**src/rtl/vdp_bus_pkg.sv**
```systemverilog
// vdp_bus_pkg -- shared types and constants for the VDP bus master.
//
// Contents:
//   op_t      host command opcodes (3 bits)
//   state_t   byte-cycle phase states
//   seq_t     command sequencer states used by vdp_bus_master
//   REG_WRITE_FLAG, ADDR_WRITE_PREFIX, ADDR_READ_PREFIX
//   byte_value()  byte sent to the VDP for a given op and byte index
//   reg_port()    1 when the op talks to the register/address port
//   two_byte()    1 when the op needs two byte writes
package vdp_bus_pkg;

    typedef enum logic [2:0] {
        OP_NOP          = 3'd0,
        OP_REG_WRITE    = 3'd1,
        OP_SET_WADDR    = 3'd2,
        OP_SET_RADDR    = 3'd3,
        OP_DATA_WRITE   = 3'd4,
        OP_DATA_READ    = 3'd5,
        OP_STATUS_READ  = 3'd6,
        OP_WAIT_VBLANK  = 3'd7
    } op_t;

    typedef enum logic [2:0] {
        ST_IDLE,
        ST_SETUP,
        ST_STROBE,
        ST_GAP,
        ST_READ,
        ST_RESP
    } state_t;

    typedef enum logic [1:0] {
        SEQ_IDLE,   // waiting for a command
        SEQ_BYTE,   // a byte cycle is running in vdp_byte_cycle
        SEQ_RESP,   // one-clock read response
        SEQ_END     // one-clock pass for commands without VDP activity
    } seq_t;

    localparam logic [7:0] REG_WRITE_FLAG    = 8'h80;
    localparam logic [1:0] ADDR_WRITE_PREFIX = 2'b01;
    localparam logic [1:0] ADDR_READ_PREFIX  = 2'b00;

    function automatic logic [7:0] byte_value(input op_t op, input logic [13:0] addr,
                                              input logic [7:0] data, input logic idx);
        logic [7:0] b;
        b = 8'h00;
        case (op)
            OP_REG_WRITE:  b = idx ? (REG_WRITE_FLAG | {5'b00000, addr[2:0]}) : data;
            OP_SET_WADDR:  b = idx ? {ADDR_WRITE_PREFIX, addr[13:8]} : addr[7:0];
            OP_SET_RADDR:  b = idx ? {ADDR_READ_PREFIX, addr[13:8]} : addr[7:0];
            OP_DATA_WRITE: b = data;
            default:       b = 8'h00;
        endcase
        return b;
    endfunction

    function automatic logic reg_port(input op_t op);
        return !((op == OP_DATA_WRITE) || (op == OP_DATA_READ));
    endfunction

    function automatic logic two_byte(input op_t op);
        return (op == OP_REG_WRITE) || (op == OP_SET_WADDR) || (op == OP_SET_RADDR);
    endfunction

endpackage

```
**src/rtl/vdp_byte_cycle.sv**
```systemverilog
// vdp_byte_cycle -- generates one VDP byte cycle.
//
// Write: SETUP (1 clk) -> STROBE (1 clk, vdp_wr=1) -> GAP (WR_GAP clks).
// Read:  SETUP (1 clk) -> READ (RD_HOLD clks, vdp_rd=1).
// done is high in the final clock of GAP/READ; a start seen in that clock
// chains straight into the next SETUP, so multi-byte ops have no bubble.
// Ports:
//   clk, reset_n          clock, asynchronous active-low reset
//   start, read, mode,    begin a cycle (sampled in IDLE or while done);
//   wdata                 read/write select, port select, byte to write
//   done                  last clock of the current cycle
//   vdp_mode, vdp_wdata,  VDP-side signals, held stable for the whole cycle
//   vdp_wr, vdp_rd
module vdp_byte_cycle
    import vdp_bus_pkg::*;
#(
    parameter int RD_HOLD = 4,
    parameter int WR_GAP  = 2
) (
    input  logic       clk,
    input  logic       reset_n,
    input  logic       start,
    input  logic       read,
    input  logic       mode,
    input  logic [7:0] wdata,
    output logic       done,
    output logic       vdp_mode,
    output logic [7:0] vdp_wdata,
    output logic       vdp_wr,
    output logic       vdp_rd
);

    localparam logic [3:0] RD_LOAD = 4'(RD_HOLD - 1);
    localparam logic [3:0] WR_LOAD = 4'(WR_GAP - 1);

    state_t     state_reg, state_next;
    logic [3:0] cnt_reg, cnt_next;
    logic       mode_reg, mode_next;
    logic       read_reg, read_next;
    logic [7:0] wdata_reg, wdata_next;
    logic       load;

    always_ff @(posedge clk or negedge reset_n) begin
        if (!reset_n) begin
            state_reg <= ST_IDLE;
            cnt_reg   <= 4'd0;
            mode_reg  <= 1'b0;
            read_reg  <= 1'b0;
            wdata_reg <= 8'h00;
        end else begin
            state_reg <= state_next;
            cnt_reg   <= cnt_next;
            mode_reg  <= mode_next;
            read_reg  <= read_next;
            wdata_reg <= wdata_next;
        end
    end

    always_comb begin
        state_next = state_reg;
        cnt_next   = cnt_reg;
        done       = 1'b0;
        load       = 1'b0;
        case (state_reg)
            ST_IDLE: begin
                if (start) begin
                    load       = 1'b1;
                    state_next = ST_SETUP;
                end
            end
            ST_SETUP: begin
                if (read_reg) begin
                    state_next = ST_READ;
                    cnt_next   = RD_LOAD;
                end else begin
                    state_next = ST_STROBE;
                end
            end
            ST_STROBE: begin
                state_next = ST_GAP;
                cnt_next   = WR_LOAD;
            end
            ST_GAP, ST_READ: begin
                // Count down to zero and stop there; never wraps.
                if (cnt_reg == 4'd0) begin
                    done = 1'b1;
                    if (start) begin
                        load       = 1'b1;
                        state_next = ST_SETUP;
                    end else begin
                        state_next = ST_IDLE;
                    end
                end else begin
                    cnt_next = cnt_reg - 4'd1;
                end
            end
            default: state_next = ST_IDLE;
        endcase

        mode_next  = load ? mode  : mode_reg;
        read_next  = load ? read  : read_reg;
        wdata_next = load ? wdata : wdata_reg;
    end

    // Strobes decode straight from the state register so an asynchronous
    // reset drops them immediately.
    assign vdp_wr    = (state_reg == ST_STROBE);
    assign vdp_rd    = (state_reg == ST_READ);
    assign vdp_mode  = mode_reg;
    assign vdp_wdata = wdata_reg;

endmodule

```
**src/rtl/vdp_bus_master.sv**
```systemverilog
// vdp_bus_master -- host command interface to a VDP-style byte bus.
//
// Accepts one command per IDLE visit (cmd_valid & cmd_ready), latches its
// fields and sequences vdp_byte_cycle through one or two byte cycles.
// Reads return the VDP byte on rsp_data with a one-clock rsp_valid.
// Build option: define VDP_BUS_MASTER_VBLANK_WAIT_EN to make op 7 poll the
// status register until bit 7 is set; otherwise op 7 behaves as NOP.
// Ports:
//   clk, reset_n                      clock, asynchronous active-low reset
//   cmd_valid/cmd_ready, cmd_op,      command handshake and fields
//   cmd_addr, cmd_data
//   rsp_valid, rsp_data               read response
//   busy                              command in progress
//   vdp_mode, vdp_addr, vdp_wdata,    VDP bus (vdp_addr is tied to 0,
//   vdp_wr, vdp_rd, vdp_rdata         read byte is vdp_rdata[15:8])
module vdp_bus_master
    import vdp_bus_pkg::*;
#(
    parameter int RD_HOLD = 4,
    parameter int WR_GAP  = 2
) (
    input  logic        clk,
    input  logic        reset_n,
    input  logic        cmd_valid,
    output logic        cmd_ready,
    input  logic [2:0]  cmd_op,
    input  logic [13:0] cmd_addr,
    input  logic [7:0]  cmd_data,
    output logic        rsp_valid,
    output logic [7:0]  rsp_data,
    output logic        busy,
    output logic        vdp_mode,
    output logic [7:0]  vdp_addr,
    output logic [7:0]  vdp_wdata,
    output logic        vdp_wr,
    output logic        vdp_rd,
    input  logic [15:0] vdp_rdata
);

    function automatic logic uses_vdp(input op_t op);
        case (op)
            OP_NOP:         return 1'b0;
`ifdef VDP_BUS_MASTER_VBLANK_WAIT_EN
            OP_WAIT_VBLANK: return 1'b1;
`else
            OP_WAIT_VBLANK: return 1'b0;
`endif
            default:        return 1'b1;
        endcase
    endfunction

    function automatic logic is_read(input op_t op);
`ifdef VDP_BUS_MASTER_VBLANK_WAIT_EN
        return (op == OP_DATA_READ) || (op == OP_STATUS_READ) || (op == OP_WAIT_VBLANK);
`else
        return (op == OP_DATA_READ) || (op == OP_STATUS_READ);
`endif
    endfunction

    seq_t        seq_reg, seq_next;
    op_t         op_reg, op_next;
    logic [13:0] addr_reg, addr_next;
    logic [7:0]  data_reg, data_next;
    logic        idx_reg, idx_next;
    logic [7:0]  rsp_data_reg, rsp_data_next;
    logic        started_reg;

    logic        bc_start, bc_read, bc_mode, bc_done;
    logic [7:0]  bc_wdata;
    logic        accept, retry;
    op_t         cmd_op_e;

    logic        unused_rdata_lo;
    assign unused_rdata_lo = ^vdp_rdata[7:0];

    assign cmd_op_e = op_t'(cmd_op);
    assign accept   = cmd_valid && cmd_ready;

    // Vblank wait: a status read without bit 7 set is simply reissued.
`ifdef VDP_BUS_MASTER_VBLANK_WAIT_EN
    assign retry = (op_reg == OP_WAIT_VBLANK) && !vdp_rdata[15];
`else
    assign retry = 1'b0;
`endif

    always_ff @(posedge clk or negedge reset_n) begin
        if (!reset_n) begin
            seq_reg      <= SEQ_IDLE;
            op_reg       <= OP_NOP;
            addr_reg     <= 14'h0000;
            data_reg     <= 8'h00;
            idx_reg      <= 1'b0;
            rsp_data_reg <= 8'h00;
            started_reg  <= 1'b0;
        end else begin
            seq_reg      <= seq_next;
            op_reg       <= op_next;
            addr_reg     <= addr_next;
            data_reg     <= data_next;
            idx_reg      <= idx_next;
            rsp_data_reg <= rsp_data_next;
            started_reg  <= 1'b1;
        end
    end

    always_comb begin
        seq_next      = seq_reg;
        op_next       = op_reg;
        addr_next     = addr_reg;
        data_next     = data_reg;
        idx_next      = idx_reg;
        rsp_data_next = rsp_data_reg;
        bc_start      = 1'b0;
        bc_read       = 1'b0;
        bc_mode       = 1'b0;
        bc_wdata      = 8'h00;
        case (seq_reg)
            SEQ_IDLE: begin
                if (accept) begin
                    op_next   = cmd_op_e;
                    addr_next = cmd_addr;
                    data_next = cmd_data;
                    idx_next  = 1'b0;
                    if (uses_vdp(cmd_op_e)) begin
                        // First byte starts from the live command fields so
                        // SETUP follows acceptance directly.
                        bc_start = 1'b1;
                        bc_read  = is_read(cmd_op_e);
                        bc_mode  = reg_port(cmd_op_e);
                        bc_wdata = byte_value(cmd_op_e, cmd_addr, cmd_data, 1'b0);
                        seq_next = SEQ_BYTE;
                    end else begin
                        seq_next = SEQ_END;
                    end
                end
            end
            SEQ_BYTE: begin
                if (bc_done) begin
                    if (two_byte(op_reg) && !idx_reg) begin
                        bc_start = 1'b1;
                        bc_mode  = 1'b1;
                        bc_wdata = byte_value(op_reg, addr_reg, data_reg, 1'b1);
                        idx_next = 1'b1;
                    end else if (is_read(op_reg)) begin
                        if (retry) begin
                            bc_start = 1'b1;
                            bc_read  = 1'b1;
                            bc_mode  = 1'b1;
                        end else begin
                            rsp_data_next = vdp_rdata[15:8];
                            seq_next      = SEQ_RESP;
                        end
                    end else begin
                        seq_next = SEQ_IDLE;
                    end
                end
            end
            SEQ_RESP: seq_next = SEQ_IDLE;
            SEQ_END:  seq_next = SEQ_IDLE;
            default:  seq_next = SEQ_IDLE;
        endcase
    end

    vdp_byte_cycle #(
        .RD_HOLD (RD_HOLD),
        .WR_GAP  (WR_GAP)
    ) u_byte_cycle (
        .clk       (clk),
        .reset_n   (reset_n),
        .start     (bc_start),
        .read      (bc_read),
        .mode      (bc_mode),
        .wdata     (bc_wdata),
        .done      (bc_done),
        .vdp_mode  (vdp_mode),
        .vdp_wdata (vdp_wdata),
        .vdp_wr    (vdp_wr),
        .vdp_rd    (vdp_rd)
    );

    // cmd_ready stays low for the first clock after reset release.
    assign cmd_ready = (seq_reg == SEQ_IDLE) && started_reg;
    assign busy      = (seq_reg != SEQ_IDLE);
    assign rsp_valid = (seq_reg == SEQ_RESP);
    assign rsp_data  = rsp_data_reg;
    assign vdp_addr  = 8'h00;

endmodule
```
**config.mk**
```make
export PLATFORM = sky130hd
export DESIGN_NAME = vdp_bus_master
export DESIGN_NICKNAME = d
export VERILOG_FILES = /design/src/rtl/vdp_bus_pkg.sv /design/src/rtl/vdp_byte_cycle.sv /design/src/rtl/vdp_bus_master.sv
export SDC_FILE = /design/constraint.sdc
export NUM_CORES = 1
export LEC_CHECK = 0
export ABC_AREA = 1
export CORE_MARGIN = 5
export CORE_UTILIZATION = 45
export DETAILED_ROUTE_END_ITERATION = 8
export GPL_TIMING_DRIVEN = 1
export PLACE_DENSITY_LB_ADDON = 0.1
export SYNTH_ARGS = -nofsm -noshare
export SYNTH_HDL_FRONTEND = slang
export SYNTH_SLANG_ARGS = --single-unit
```
**constraint.sdc**
```tcl
create_clock -name clk -period 1.9 [get_ports clk]
set_input_delay 0.285 -clock clk [delete_from_list [all_inputs] [get_ports clk]]
set_output_delay 0.285 -clock clk [all_outputs]
set_load 0.02 [all_outputs]
```
After elaboration in Yosys (flattened, before gate mapping)
Cells that the tools add are included.
Widths: inputs -> output; s select.
{"block": "word_totals", "out_inout_bits": 30, "word_cells": 114, "in_bits": 44, "regBits": 54}
{"block": "classes", "n_reduce_logical": 28, "add_sub_neg": 1, "muxes": 44, "n_eq_ne": 28, "bitwise_logic": 1}
{"cell": "$mux 8", "n": 4}
{"cell": "$pmux 8 s2", "n": 2}
{"cell": "$pmux 8 s4", "n": 1}
{"cell": "$eq 3x3->1 const B", "n": 8}
{"cell": "$mux 1", "n": 20}
{"cell": "$eq 3x2->1 const B", "n": 6}
{"cell": "$ne 2x2->1 const B", "n": 6}
{"cell": "$pmux 3 s4", "n": 1}
{"cell": "$pmux 4 s3", "n": 1}
{"cell": "$mux 2", "n": 5}
{"cell": "$reduce_or 2->1", "n": 5}
{"cell": "$eq 3x1->1 const B", "n": 3}
{"cell": "$mux 3", "n": 3}
{"cell": "$mux 4", "n": 2}
{"cell": "$pmux 1 s2", "n": 4}
{"cell": "$reduce_and 4->1", "n": 2}
{"cell": "$logic_not 3->1", "n": 2}
{"cell": "$pmux 2 s3", "n": 1}
{"cell": "$reduce_and 3->1", "n": 2}
{"cell": "$logic_or 1x1->1", "n": 5}
{"cell": "$eq 2x2->1 const B", "n": 2}
{"cell": "$logic_not 4->1", "n": 1}
{"cell": "$ne 2x1->1 const B", "n": 2}
{"cell": "$reduce_and 2->1", "n": 2}
{"cell": "other kinds (8)", "n": 12}

Depth between registers and ports, before layout
Gate-level depths: netlist of run 1.
{"block": "depth", "ltp_word": 11, "mapped_depth": 10, "mapped_depth_nobuf": 10}

Cells and area by module
Synthesis of run 1 repeated with hierarchy kept, for this count alone.
{"block": "hier_totals", "hier_cells": 371, "area_unflattened_um2": 2696.3}
{"mod": "vdp_bus_master", "area_per_inst_um2": 1830.5, "instances": 1, "seq_area_each_um2": 775.7, "cells_each": 261}
{"mod": "vdp_byte_cycle", "area_per_inst_um2": 865.8, "instances": 1, "seq_area_each_um2": 425.4, "cells_each": 110}

Worst setup path after synthesis of run 1
Ideal clock, no wire load.
{"block": "synth_path", "path_kind": "register to register", "startpoint": "register u_byte_cycle.cnt_reg[0]", "endpoint": "register rsp_data_reg[6], in the netlist rsp_data[6]", "setup_slack_ps": 250, "path_buffers": 2, "setup_ps": 117, "arrival_ps": 1533, "period_less_slack_ps": 1650, "t_required_ps": 1783, "stages_incl_launch_ff": 10, "cell_sequence": "dfrtp_1 -> inv_1 -> ha_1 -> nor3b_4 -> nand2_4 -> or2_1 -> buf_6 -> buf_12 -> nand2_2 -> o21ai_2"}
{"block": "synth_between", "elab_chain_cells": 4}
{"element": "from (decl)", "line": "vdp_byte_cycle.sv:37", "source": "logic [3:0] cnt_reg, cnt_next;"}
{"element": "from (signal assigned)", "line": "vdp_byte_cycle.sv:52", "source": "cnt_reg <= cnt_next;"}
{"element": "$logic_not 4->1", "line": "vdp_byte_cycle.sv:85", "source": "if (cnt_reg == 4'd0) begin"}
{"element": "$mux 1", "line": "vdp_byte_cycle.sv:85"}
{"element": "$mux 1", "line": "vdp_byte_cycle.sv:64", "source": "case (state_reg)"}
{"element": "$reduce_and 4->1 (no source line)"}
{"element": "to (signal assigned)", "line": "vdp_bus_master.sv:101", "source": "rsp_data_reg <= rsp_data_next;"}
{"element": "to (decl)", "line": "vdp_bus_master.sv:65", "source": "logic [7:0] rsp_data_reg, rsp_data_next;"}
Every way passes these cells.
A chain may end at the register's enable or synchronous reset.

Final worst setup path of run 1
{"block": "layout_path", "startpoint": "register seq_reg[0]", "endpoint": "output port busy"}
{"block": "layout_between", "elab_chain_cells": 1}
{"element": "from (decl)", "line": "vdp_bus_master.sv:60", "source": "seq_t seq_reg, seq_next;"}
{"element": "from (signal assigned)", "line": "vdp_bus_master.sv:96", "source": "seq_reg <= seq_next;"}
{"element": "$reduce_bool 2->1", "line": "vdp_bus_master.sv:183", "source": "assign busy = (seq_reg != SEQ_IDLE);"}
{"element": "to (decl)", "line": "vdp_bus_master.sv:31", "source": "output logic busy,"}
Every way passes these cells.

==> results of run 1 <==
worst max-delay path: stages (launching register included):
cell	delay, ps
dfrtp_1	420
nor2_2	170
inv_1	80
clkdlybuf4s50_1	540
final cells by class:
cell class | instances | area share (%)
tap | 72 | 2.654
inverter | 45 | 4.976
multi-input combinational | 248 | 33.43
clock buffer | 5 | 2.027
clock inverter | 3 | 1.917
sequential | 49 | 36.12
timing repair buffer | 67 | 18.87
cells in the mapped netlist (3+ instances only):
library cell    n
clkbuf_1        4
a21oi_1         4
o21ai_0        35
nor2_2          3
o21ai_2         8
inv_1          43
buf_4           8
nor2_1         13
nand3_1         9
dfrtp_1        49
or2_2           3
nand2_1       145
nand2_2         3
routing by layer:
metal	GRT usage, %	share of wire, %
met1	21.24	45
met2	26.21	48
met3	3.707	6.8
met4	3.399	0.51
met5	0	0
through the flow:
step | total power [mW] | setup slack (ps) | hold slack (ps) | utilization, % | TNS (ps)
6_report | 4.459 | 95.49 | 78.96 | 60.90 | 0
3_5_place_dp | 3.643 | -25.42 | 428.4 | 58.36 | -149.0
3_3_place_gp | 3.600 | -31.93 | 433.6 | 58.36 | -211.4
2_1_floorplan | 2.986 | 250.4 | -10.59 | - | 0
4_1_cts | 4.506 | 85.09 | 97.11 | 60.70 | 0
5_1_grt | 4.858 | 10.80 | 125.8 | 60.90 | 0
kinds of logic (layout without fill, tap and decap cells):
logic type	count (synthesis)	count (layout)	synth area share [%]
AND/OR/NAND/NOR	189	189	30.84
buffers and inverters	61	120	10.92
AO/OA/AOI/OAI	49	49	10.54
flip-flops	49	49	46.94
other	2	9	0.2875
adder cells (fa/ha/maj)	1	1	0.4789
placed cells by master (no fill, tap or decap), types with 3 or more instances in the layout:
| master | n |
|---|---|
| o21ai_2 | 8 |
| nor2_1 | 13 |
| or2_2 | 3 |
| clkdlybuf4s50_1 | 53 |
| nand2_2 | 4 |
| buf_4 | 9 |
| o21ai_0 | 35 |
| clkbuf_8 | 5 |
| nand3_1 | 9 |
| a21oi_1 | 4 |
| dfrtp_1 | 49 |
| conb_1 | 9 |
| nand2_1 | 144 |
| dlygate4sd2_1 | 3 |
| inv_1 | 43 |
final timing paths:
check	startpoint	endpoint	slack (ps)	cells past startpoint
worst min register to register	addr_reg[2]	addr_reg[2]	480	2
worst max-delay path	seq_reg[0]	busy	100	3
min in group clk	addr_reg[2]	addr_reg[2]	480	2
max in group asynchronous	reset_n	data_reg[0]	1400	2
worst max register to register	u_byte_cycle.cnt_reg[0]	rsp_data[3]	170	8
worst min-delay path	reset_n	u_byte_cycle.cnt_reg[2]	80	2
timing repair:
item	4_1_cts	5_1_grt
setup buffers	0	0
resized for setup	3	3
pin swaps	0	0
setup endpoints to repair	3	10
power groups by stage:
stage                     Combinational, mW  Sequential, mW  Clock, mW
final                                  1.87            1.73      0.860
after CTS                              1.88            1.74      0.888
after detailed placement               1.89            1.75          0
after global placement                 1.86            1.74          0
after global routing                   2.13            1.79      0.933
after floorplan                        1.17            1.82          0
==> flow_metrics.tcl, run 1 <==
set metrics [dict create \
    power_density_nw_per_um2 1314 \
    synth-warning-count 0 \
    yosysUniqueCellTypes 27 \
    synth_top_area_share_pct 46.93 \
    syn2layout_area_growth_pct 29.93 \
    p_comb_share_pct 41.8 \
    synth_edf_count 0 \
    p_seq_share_pct 38.9 \
    dieArea_um2 7430 \
    rsz0062_at_grt "false" \
    drt_wl_total_mm 5.671 \
    netlist_area_um2 2613 \
    syn_inst 351 \
    io_buffers 57 \
    vias_per_cell 4.579 \
    vdd_ir_drop_max_v 0.0006641 \
    ys_seq_area_share_pct 46.93 \
    drive_above_1_share_pct 10.55 \
    end_kind "output port" \
    post-route-min-period_ps 1805 \
    cp-start-kind "flop" \
    grt_start_max_net_pins 50 \
    core_region_area_um2 5574 \
    row_count 27 \
    setup_viol 0 \
    clock_skew_ps 6.902 \
    crit_arrival_ps 1520 \
    ys_ff_latch 49 \
    largest_register_ffs 9 \
    synth_ff_type "dfrtp_1" \
    swShare_pct 38.21 \
    num_vias 2239 \
    synth_top_area_cell "dfrtp_1" \
    nNetsFinal 461 \
    cts_tree "built" \
    power_switching_mw 1.704 \
    register_area_um2 1226 \
    syn_area_per_cell_um2 7.443 \
    clk_pin_slew_ps 90 \
    crit_fanout 4 \
    num-fill-cells 532 \
    status "complete, no violations" \
    worst_pin_slew_ps 646.5 \
    drtPass1Iterations 4 \
    cts-buffers-inserted 5 \
    fmax_ghz 0.5542 \
    worstHoldPathType "input port to asynchronous set/reset pin" \
    grt_overflow_total 0 \
    path_class "flop to output port" \
    grt_util_all_layers_pct 15.83 \
    hold_viol_final 0 \
    grt_pass1_wl_mm 9.549 \
    crit_required_ps 1620 \
    placed_area_um2 3253 \
    n_antenna_cell 0 \
    dp_hpwl_mm 4.216 \
    hold_buffers 0 \
    post-route-period-util_pct 94.97 \
    p_clk_share_pct 19.3 \
    cts_sinks 49 \
    multiInputGateArea_um2 1135 \
    grt_antenna_before_repair 0 \
    htree_num_levels 2 \
    cts_root_buf "clkbuf_8" \
    p_leak_nw 1.772 \
    cts.path.max_buffers 2 \
    async_flop_share_pct 100.0 \
    dpl.cell_count 481 \
    max_cap_viol_count 0 \
    worstSkewPairLatency_ps 300 \
    final_cell_area_um2 3395 \
    die_w_um 86.20 \
    ant_nets 0 \
    io_pins 74 \
    layout.cells.non_filler 489 \
    slew_headroom_pct 56.74 \
    grt_pass1_vias 2062 \
    drt_iter0_markers 100 \
    initial_core_util_pct 46.87 \
    place_congestion 0.7849 \
    die-height_um 86.20 \
    intPower_mw 2.755 \
    drv_slew 0 \
    ys_top_cells_by_area "dfrtp_1 (47%), nand2_1 (21%), o21ai_0 (6.7%)" \
    wl_per_cell_um 11.60 \
    drc_errors 0 \
]
No activity file was read; power rests on OpenSTA's default activity.
==> run 2: changes to the inputs <==
--- a/config.mk
+++ b/config.mk
@@ -13,4 +13,5 @@
 export PLACE_DENSITY_LB_ADDON = 0.1
 export SYNTH_ARGS = -nofsm -noshare
 export SYNTH_HDL_FRONTEND = slang
+export SYNTH_HIERARCHICAL = 1
 export SYNTH_SLANG_ARGS = --single-unit
==> run 2 against run 1 <==
Compared with the run above:
- maximum frequency shrank 0.10%
- worst setup slack lost 1.9 ps
- largest cell class is now multi-input combinational cells
- sequential share of layout area shrank 2.6 points
- area after synthesis grew 3.2%
- global-route usage grew 1.7 points
- critical endpoint is now u_byte_cycle/vdp_wdata[0]
- largest power group unchanged
- core utilization shrank 0.099 points
- critical path type is now flop to flop
- first-iteration DRC count grew 9.0%
==> flow_metrics.tcl, run 2 <==
set metrics [dict create \
    status "complete, no violations" \
    crit_arrival_ps 2050 \
    timing.rr.start "u_byte_cycle/cnt_reg[0]" \
    synth_top_area_cell "dfrtp_1" \
    hold_viol_final 0 \
    power_density_nw_per_um2 1314 \
    io_buffers 57 \
    n_antenna_cell 0 \
    cts-buffers-inserted 5 \
    cp-start-kind "flop" \
    post-route-min-period_ps 1806 \
    ys_top_cells_by_area "dfrtp_1 (45%), nand2_1 (24%), o21ai_0 (5.4%)" \
    async_flop_share_pct 100.0 \
    drive_above_1_share_pct 12.72 \
    fin_hold_ws_ps 362.5 \
    drc_errors 0 \
    end_kind "flop" \
    die-height_um 87.41 \
    dieArea_um2 7640 \
    largest_register_ffs 9 \
    ys_ff_latch 48 \
    grt_util_all_layers_pct 17.48 \
    drt_iter0_markers 109 \
    layout.cells.non_filler 523 \
    grt_pass1_wl_mm 10.63 \
    drt_wl_total_mm 6.502 \
    worstHoldPathType "input port to asynchronous set/reset pin" \
    nNetsFinal 492 \
    synth_top_area_share_pct 44.55 \
    vdd_ir_drop_max_v 0.0005703 \
    htree_num_levels 2 \
    clk_pin_slew_ps 90 \
    final_cell_mix "nand2_1 (172), clkdlybuf4s50_1 (52), dfrtp_1 (48)" \
    grt_overflow_total 0 \
    synth_ff_type "dfrtp_1" \
    max_cap_viol_count 0 \
    cts_tree "built" \
    netlist_area_um2 2696 \
    p_leak_nw 1.915 \
    register_area_um2 1201 \
    syn_inst 371 \
    grt_start_max_net_pins 33 \
    worstSkewPairLatency_ps 300 \
    syn2layout_area_growth_pct 32.71 \
    reg2reg_slack_ps 90 \
    grt_antenna_before_repair 0 \
    reg2reg_depth 14 \
    syn_area_per_cell_um2 7.268 \
    grt_pass1_vias 2415 \
    vias_per_cell 4.859 \
    path_cells "inv_2 > ha_4 > nand2_2 > inv_2 > nand2_4 > inv_1 > nand4_1 > nor2_2 > buf_4 > buf_4 > o21ai_0 > nand2_1 > nand2_1 > nand2_1" \
    dpl.cell_count 511 \
    cts_sinks 48 \
    yosysMostFrequentCell "nand2_1" \
    ant_nets 0 \
    crit_fanout 7 \
    cp_slowest_cell "dfrtp_1" \
    path_class "flop to flop" \
    final_cell_area_um2 3578 \
    power.total_mw 4.701 \
    synth-warning-count 6 \
    placed_area_um2 3415 \
    drv_slew 0 \
    num_vias 2541 \
    io_pins 74 \
    core_region_area_um2 5886 \
    setup_viol 0 \
    drtPass1Iterations 5 \
    row_count 28 \
    place_congestion 0.8755 \
    clock_skew_ps 4.227 \
    die_w_um 87.41 \
    critical_path.most_common_cell "nand2_1" \
    endpoint "u_byte_cycle/vdp_wdata[0]" \
    synth_edf_count 0 \
    netlist_top_cells_count "nand2_1 (175), dfrtp_1 (48), inv_1 (31), o21ai_0 (29), nand3_1 (16)" \
    wl_per_cell_um 12.43 \
    multiInputGateArea_um2 1338 \
    r2r-end "u_byte_cycle/vdp_wdata[0]" \
    yosysUniqueCellTypes 26 \
    crit_required_ps 2150 \
    cts_root_buf "clkbuf_8" \
    final_common_cell "nand2_1" \
    initial_core_util_pct 45.81 \
    crit_path_start "u_byte_cycle/cnt_reg[0]" \
    ys_seq_area_share_pct 44.55 \
    post-route-period-util_pct 95.07 \
    critPathMaxStageDelay_ps 410 \
    num-fill-cells 554 \
    cts.path.max_buffers 2 \
    dp_hpwl_mm 4.802 \
    fmax_ghz 0.5536 \
]
## run 2: cell types whose count changed in the layout (fill, tap and decap cells not counted), moves of 3 or more
cell / before / now
nand2_1: 144 / 172
inv_1: 43 / 27
nand4_1: 2 / 12
buf_4: 9 / 17
o21ai_2: 8 / 0
nand3_1: 9 / 16
o21ai_0: 35 / 29
nand2_4: 2 / 7
inv_2: 2 / 6
or2_2: 3 / 0
## run 2: cell type report
| type | instances | share of cell area (%) |
|---|---|---|
| Sequential cell | 48 | 33.57 |
| Timing Repair Buffer | 76 | 20.17 |
| Tap cell | 75 | 2.622 |
| Clock inverter | 1 | 0.2098 |
| Clock buffer | 7 | 2.413 |
| Multi-Input combinational cell | 282 | 37.38 |
| Inverter | 34 | 3.636 |
## run 2: where the power goes
part / internal (mW) / total [mW] / switching (mW)
combinational: 0.949 / 2.33 / 1.38
clock: 0.296 / 0.647 / 0.350
sequential: 1.43 / 1.73 / 0.297
## run 2: worst min path at each step
stage	from	end
floorplan	reset_n	addr_reg[0]
global placement	reset_n	u_byte_cycle/cnt_reg[2]
detailed placement	reset_n	u_byte_cycle/cnt_reg[2]
CTS	reset_n	u_byte_cycle/cnt_reg[1]
global route	reset_n	u_byte_cycle/cnt_reg[1]
finish	reset_n	u_byte_cycle/cnt_reg[2]
## run 2: repair_timing
| action | CTS | global route |
|---|---|---|
| endpoints found under the hold margin | 6 | 0 |
| gates cloned | 0 | 1 |
| pin swaps | 0 | 4 |
| buffers inserted | 0 | 2 |
| endpoints found under the setup margin | 13 | 13 |
| resized for setup | 4 | 11 |
| hold buffers | 1 | 0 |
## run 2: per-stage QoR
step                setup slack, ps  utilization (%)  setup TNS, ps
CTS                           4.921            59.80              0
detailed placement            9.779            58.01              0
global route                 -21.92            60.80         -47.76
finish                        93.60            60.80              0
floorplan                     3.273                -              0
global placement              60.00            58.01              0
## run 2: cell families after synthesis
logic type	count (synthesis)	synth area share, %
AND/OR/NAND/NOR	236	39.12
AO/OA/AOI/OAI	34	6.450
adder cells (fa/ha/maj)	1	0.4640
buffers and inverters	49	8.817
XOR/XNOR	1	0.3249
other	2	0.2785
flip-flops	48	44.55
## run 2: worst max-delay path: cells and delay by family, from the launching register on
kind	cells	cell delay (ps)
compound gates	1	100
buf+inv	5	500
flops	1	410
fa+ha+maj	1	150
simple gates	7	580
## run 2: layer usage
layer / up-vias / share of wire [%] / GRT usage, %
met5: - / 0 / 0
met4: 0 / 1.5 / 5.579
met3: 8 / 6.4 / 3.311
li1: 1297 / - / -
met1: 1162 / 43 / 21.60
met2: 74 / 49 / 30.55
